--- src/rtl/dmem_lsu_ctrl.sv ---
// Load/store sequencer between the core memory stage and a byte-addressed, big-lane data memory.
// Sub-word stores are done as read-modify-write; misaligned, illegal or out-of-range requests get err.
module dmem_lsu_ctrl #(
    parameter int ADDR_BITS = 21
) (
    input  logic        clk,
    input  logic        rst_n,
    input  logic        req_valid,
    output logic        req_ready,
    input  logic        req_we,
    input  logic [2:0]  req_funct3,
    input  logic [31:0] req_addr,
    input  logic [31:0] req_wdata,
    output logic        resp_valid,
    input  logic        resp_ready,
    output logic [31:0] resp_rdata,
    output logic        resp_err,
    output logic [31:0] mem_addr,
    output logic        mem_we,
    output logic [31:0] mem_wdata,
    input  logic [31:0] mem_rdata
);

    // Handshakes: a request transfers on a rising edge with req_valid && req_ready;
    // a response transfers on a rising edge with resp_valid && resp_ready.
    typedef enum logic [1:0] {
        IDLE = 2'd0,
        RD   = 2'd1,
        WR   = 2'd2,
        RESP = 2'd3
    } state_t;

    state_t                 state;
    state_t                 state_next;
    logic                   lat_we;
    logic [2:0]             lat_f3;
    logic [ADDR_BITS-1:0]   lat_addr;
    logic [31:0]            lat_wdata;
    logic [31:0]            old_word;
    logic [31:0]            rdata_q;
    logic                   err_q;
    logic [31:0]            store_word;
    logic                   req_fire;
    logic                   req_err;
    logic                   req_misalign;
    logic                   req_bad_f3;
    logic                   req_oor;

    // Memory lane 31:24 holds the byte at the addressed location.
    function automatic logic [31:0] load_extract(input logic [2:0] f3, input logic [31:0] m);
        case (f3)
            3'd0:    return {{24{m[31]}}, m[31:24]};
            3'd1:    return {{16{m[23]}}, m[23:16], m[31:24]};
            3'd2:    return {m[7:0], m[15:8], m[23:16], m[31:24]};
            3'd4:    return {24'd0, m[31:24]};
            3'd5:    return {16'd0, m[23:16], m[31:24]};
            default: return 32'd0;
        endcase
    endfunction

    always_comb begin
        req_oor    = |req_addr[31:ADDR_BITS];
        req_bad_f3 = (req_funct3 == 3'd3) || (req_funct3 == 3'd6) || (req_funct3 == 3'd7)
                     || (req_we && (req_funct3 > 3'd2));
        case (req_funct3[1:0])
            2'd1:    req_misalign = req_addr[0];
            2'd2:    req_misalign = |req_addr[1:0];
            default: req_misalign = 1'b0;
        endcase
        req_err  = req_oor || req_bad_f3 || req_misalign;
        req_fire = (state == IDLE) && req_valid;
    end

    always_comb begin
        case (lat_f3[1:0])
            2'd0:    store_word = {lat_wdata[7:0], old_word[23:0]};
            2'd1:    store_word = {lat_wdata[7:0], lat_wdata[15:8], old_word[15:0]};
            default: store_word = {lat_wdata[7:0], lat_wdata[15:8], lat_wdata[23:16], lat_wdata[31:24]};
        endcase
    end

    always_ff @(posedge clk) begin
        if (!rst_n) begin
            state <= IDLE;
        end else begin
            state <= state_next;
        end
    end

    always_comb begin
        state_next = state;
        case (state)
            IDLE: begin
                if (req_valid) begin
                    if (req_err)                      state_next = RESP;
                    else if (req_we && req_funct3 == 3'd2) state_next = WR;
                    else                              state_next = RD;
                end
            end
            RD:      state_next = lat_we ? WR : RESP;
            WR:      state_next = RESP;
            RESP:    state_next = resp_ready ? IDLE : RESP;
            default: state_next = IDLE;
        endcase
    end

    always_ff @(posedge clk) begin
        if (!rst_n) begin
            lat_we    <= 1'b0;
            lat_f3    <= 3'd0;
            lat_addr  <= '0;
            lat_wdata <= 32'd0;
            old_word  <= 32'd0;
            rdata_q   <= 32'd0;
            err_q     <= 1'b0;
        end else begin
            if (req_fire) begin
                lat_we    <= req_we;
                lat_f3    <= req_funct3;
                lat_addr  <= req_addr[ADDR_BITS-1:0];
                lat_wdata <= req_wdata;
                err_q     <= req_err;
                rdata_q   <= 32'd0;
            end
            if (state == RD) begin
                old_word <= mem_rdata;
                if (!lat_we) rdata_q <= load_extract(lat_f3, mem_rdata);
            end
        end
    end

    always_comb begin
        req_ready  = (state == IDLE);
        resp_valid = (state == RESP);
        mem_we     = (state == WR);
        mem_addr   = {{(32-ADDR_BITS){1'b0}}, lat_addr};
        mem_wdata  = store_word;
        resp_rdata = rdata_q;
        resp_err   = err_q;
    end

endmodule

--- config.mk ---
export PLATFORM = sky130hd
export DESIGN_NAME = dmem_lsu_ctrl
export DESIGN_NICKNAME = d
export VERILOG_FILES = /design/src/rtl/dmem_lsu_ctrl.sv
export SDC_FILE = /design/constraint.sdc
export NUM_CORES = 1
export LEC_CHECK = 0
export ABC_AREA = 1
export CAP_MARGIN = 40
export CORE_UTILIZATION = 65
export CTS_CLUSTER_DIAMETER = 100
export CTS_CLUSTER_SIZE = 40
export DETAILED_ROUTE_END_ITERATION = 10
export DONT_BUFFER_PORTS = 1
export PLACE_DENSITY = 0.83
export REMOVE_ABC_BUFFERS = 1
export SYNTH_ARGS = -nofsm -noshare
export SYNTH_HDL_FRONTEND = slang
export SYNTH_SLANG_ARGS = --single-unit
--- constraint.sdc ---
create_clock -name clk -period 4 [get_ports clk]
set_input_delay 0.8 -clock clk [delete_from_list [all_inputs] [get_ports clk]]
set_output_delay 0.8 -clock clk [all_outputs]
set_load 0.02 [all_outputs]
==> qor.csv <==
metric;value;unit
route.final.wire_length;11700;um
rr_endpoint;resp_rdata[18]$_SDFF_PN0_;
synth.area.top_cells;dfxtp_1 (47%), nor2_1 (12%), nand2_1 (12%), o21ai_0 (9.3%), a21oi_1 (4.9%);
rsz0062_at_grt;no;
finalSetupViolations;0;
reg2reg_slack;1.23;ns
hold_buffers;0;
ys_seq_area_share;47.2;%
vias_per_cell;5.57;
use_met1;32.0;%
min_from;rst_n;
drive_gt1_share;7.18;%
globalRoute.totalOverflow;0;
clock_sink_count;116;
worstPathMaxFanout;18;
drv_slew;0;
async_flop_share;0;%
clk_pin_slew_worst_paths;0.06;ns
grt_pass1_wl;18000;um
netlist_area;0.00492;sq mm
port_buffers;0;
synth.avg_cell_area;7.04;sq um
worstSetupEndpointType;output port;
grtUsageMet2;51.2;%
fin_crit;2.89;ns
synth-main-ff-cell;dfxtp_1;
coreArea;0.00729;sq mm
wl_per_cell;15.0;um
leakagePower;2.28;nW
synth_top_cell_area_share;47.2;%
finClkSkew;0.00670;ns
dieHeight;89.0;um
finalNetCount;776;
hpwl;7600;um
grt_max_degree;91;
grt-busiest-layer;met2;
syn2layout_area_growth;8.80;%
die-area;0.00792;sq mm
stdcell_count;781;
dp_cells;748;
power.density;610;mW/mm^2
yosysTopAreaCell;dfxtp_1;
vias;4351;
drt-initial-drc-count;256;
dr.pass1.iters;7;
vdd_drop_max;0.000389;V
fin_setup_tns;0;ns
final_cell_area;0.00536;sq mm
synth.distinct_cells;24;
globalplace.congestion;0.868;
grt_usage;30.1;%
cts_buffers;17;
hold_path.class;primary input to register;
clock_path_buffers;2;
crit_type;register to output port;
drcViolationCount;0;
start_util;67.5;%
cts_max_level;4;
yosysWarningCount;0;
slew_headroom;45.4;%
crit_path_start_kind;register;
hold_violations;0;
hold_end;lat_wdata[23]$_SDFFE_PN0P_;
insertion_delay;0.51;ns
cp.arrival;2.09;ns
cp.required;3.20;ns
dpl-instance-area;0.00478;sq mm
tightest_slew;0.820;ns
fmax;346;MHz
r2r-start;state[0]$_SDFFE_PN0P_;
clockRootBuffer;clkbuf_8;
maxCapViolCount;0;
cts_setup_buffers;0;
yosys-top-cells-count;nor2_1 (153), nand2_1 (152), dfxtp_1 (116);
antenna_cells;0;
finalCritPeriodShare;72.2;%
pin_count;204;
min_path_cells;2;
synth_edf_count;0;
status;completed;
post_cts_resized;0;
rr_worst_depth;8;
grtUsageMet3;12.0;%
total_power;3.27;mW
synth_seq_cells;116;
antenna_found_initial;0;
synth.most_common_cell;nor2_1;
ant_nets;0;
synthCells;699;
grt_pass1_vias;4010;
cts_tree;yes;
num_rows;31;
die_w;89.0;um
state kept, by name, indices dropped and copies added (netlist names):
register,cells
lat_f3,3
lat_wdata,32
lat_addr,21
resp_err,1
resp_rdata,32
state,2
old_word,24
lat_we,1
placed cells by master, fill, tap and decap left out, types with 3 or more instances in the layout:
cell	instances
inv_1	20
clkinvlp_4	5
o21ai_0	91
nor2_4	3
conb_1	11
nand2_1	151
a21oi_1	48
ha_1	3
inv_2	5
nor2_1	153
dfxtp_1	116
nor2_2	3
clkinv_2	4
clkbuf_16	16
nand3_1	34
power by group:
part	switching, mW	total (mW)	internal [mW]
combinational	0.311	0.433	0.121
sequential	0.138	1.41	1.27
clock	0.530	1.43	0.897
final cells by class:
cell class / instances / area [sq um]
inverter: 26 / 97.6
tap: 99 / 124
clock inverter: 13 / 135
fill: 591 / 1940
sequential: 116 / 2320
clock buffer: 19 / 432
multi-input combinational: 504 / 2190
timing repair buffer: 4 / 57.6
critical path: stages (launching register included):
cell	delay [ns]
dfxtp_1	0.57
nor2_4	0.34
clkinv_1	0.33
nand2_1	0.16
nand2_1	0.18
layer usage:
metal | vias up | wire length, um
li1 | 2139 | -
met1 | 1952 | 4400
met2 | 230 | 5760
met3 | 30 | 1280
met4 | 0 | 289
met5 | - | 0
logic make-up after synthesis:
kind of cell | count (synthesis) | synth area share, %
other | 1 | 0.0762
flip-flops | 116 | 47.2
buffers and inverters | 89 | 9.20
AO/OA/AOI/OAI | 140 | 14.2
AND/OR/NAND/NOR | 350 | 28.5
adder cells (fa/ha/maj) | 3 | 0.763
worst max-delay path by stage:
stage,from,endpoint,cells past startpoint
2_1_floorplan,req_valid,lat_f3[0]$_SDFFE_PN0P_,4
3_3_place_gp,state[0]$_SDFFE_PN0P_,resp_rdata[31]$_SDFF_PN0_,8
3_5_place_dp,state[0]$_SDFFE_PN0P_,resp_rdata[6]$_SDFF_PN0_,8
4_1_cts,lat_f3[1]$_SDFFE_PN0P_,mem_wdata[23],4
5_1_grt,state[0]$_SDFFE_PN0P_,resp_rdata[12]$_SDFF_PN0_,8
6_report,lat_f3[1]$_SDFFE_PN0P_,mem_wdata[23],4
through the flow:
stage	setup WS (ns)	util, %	hold WS [ns]
finish	1.11	73.4	0.418
global placement	1.40	65.0	0.464
global route	0.876	73.4	0.418
detailed placement	1.28	65.6	0.472
floorplan	0.804	-	0.455
CTS	1.14	73.3	0.410
(Power assumes the default switching activity.)
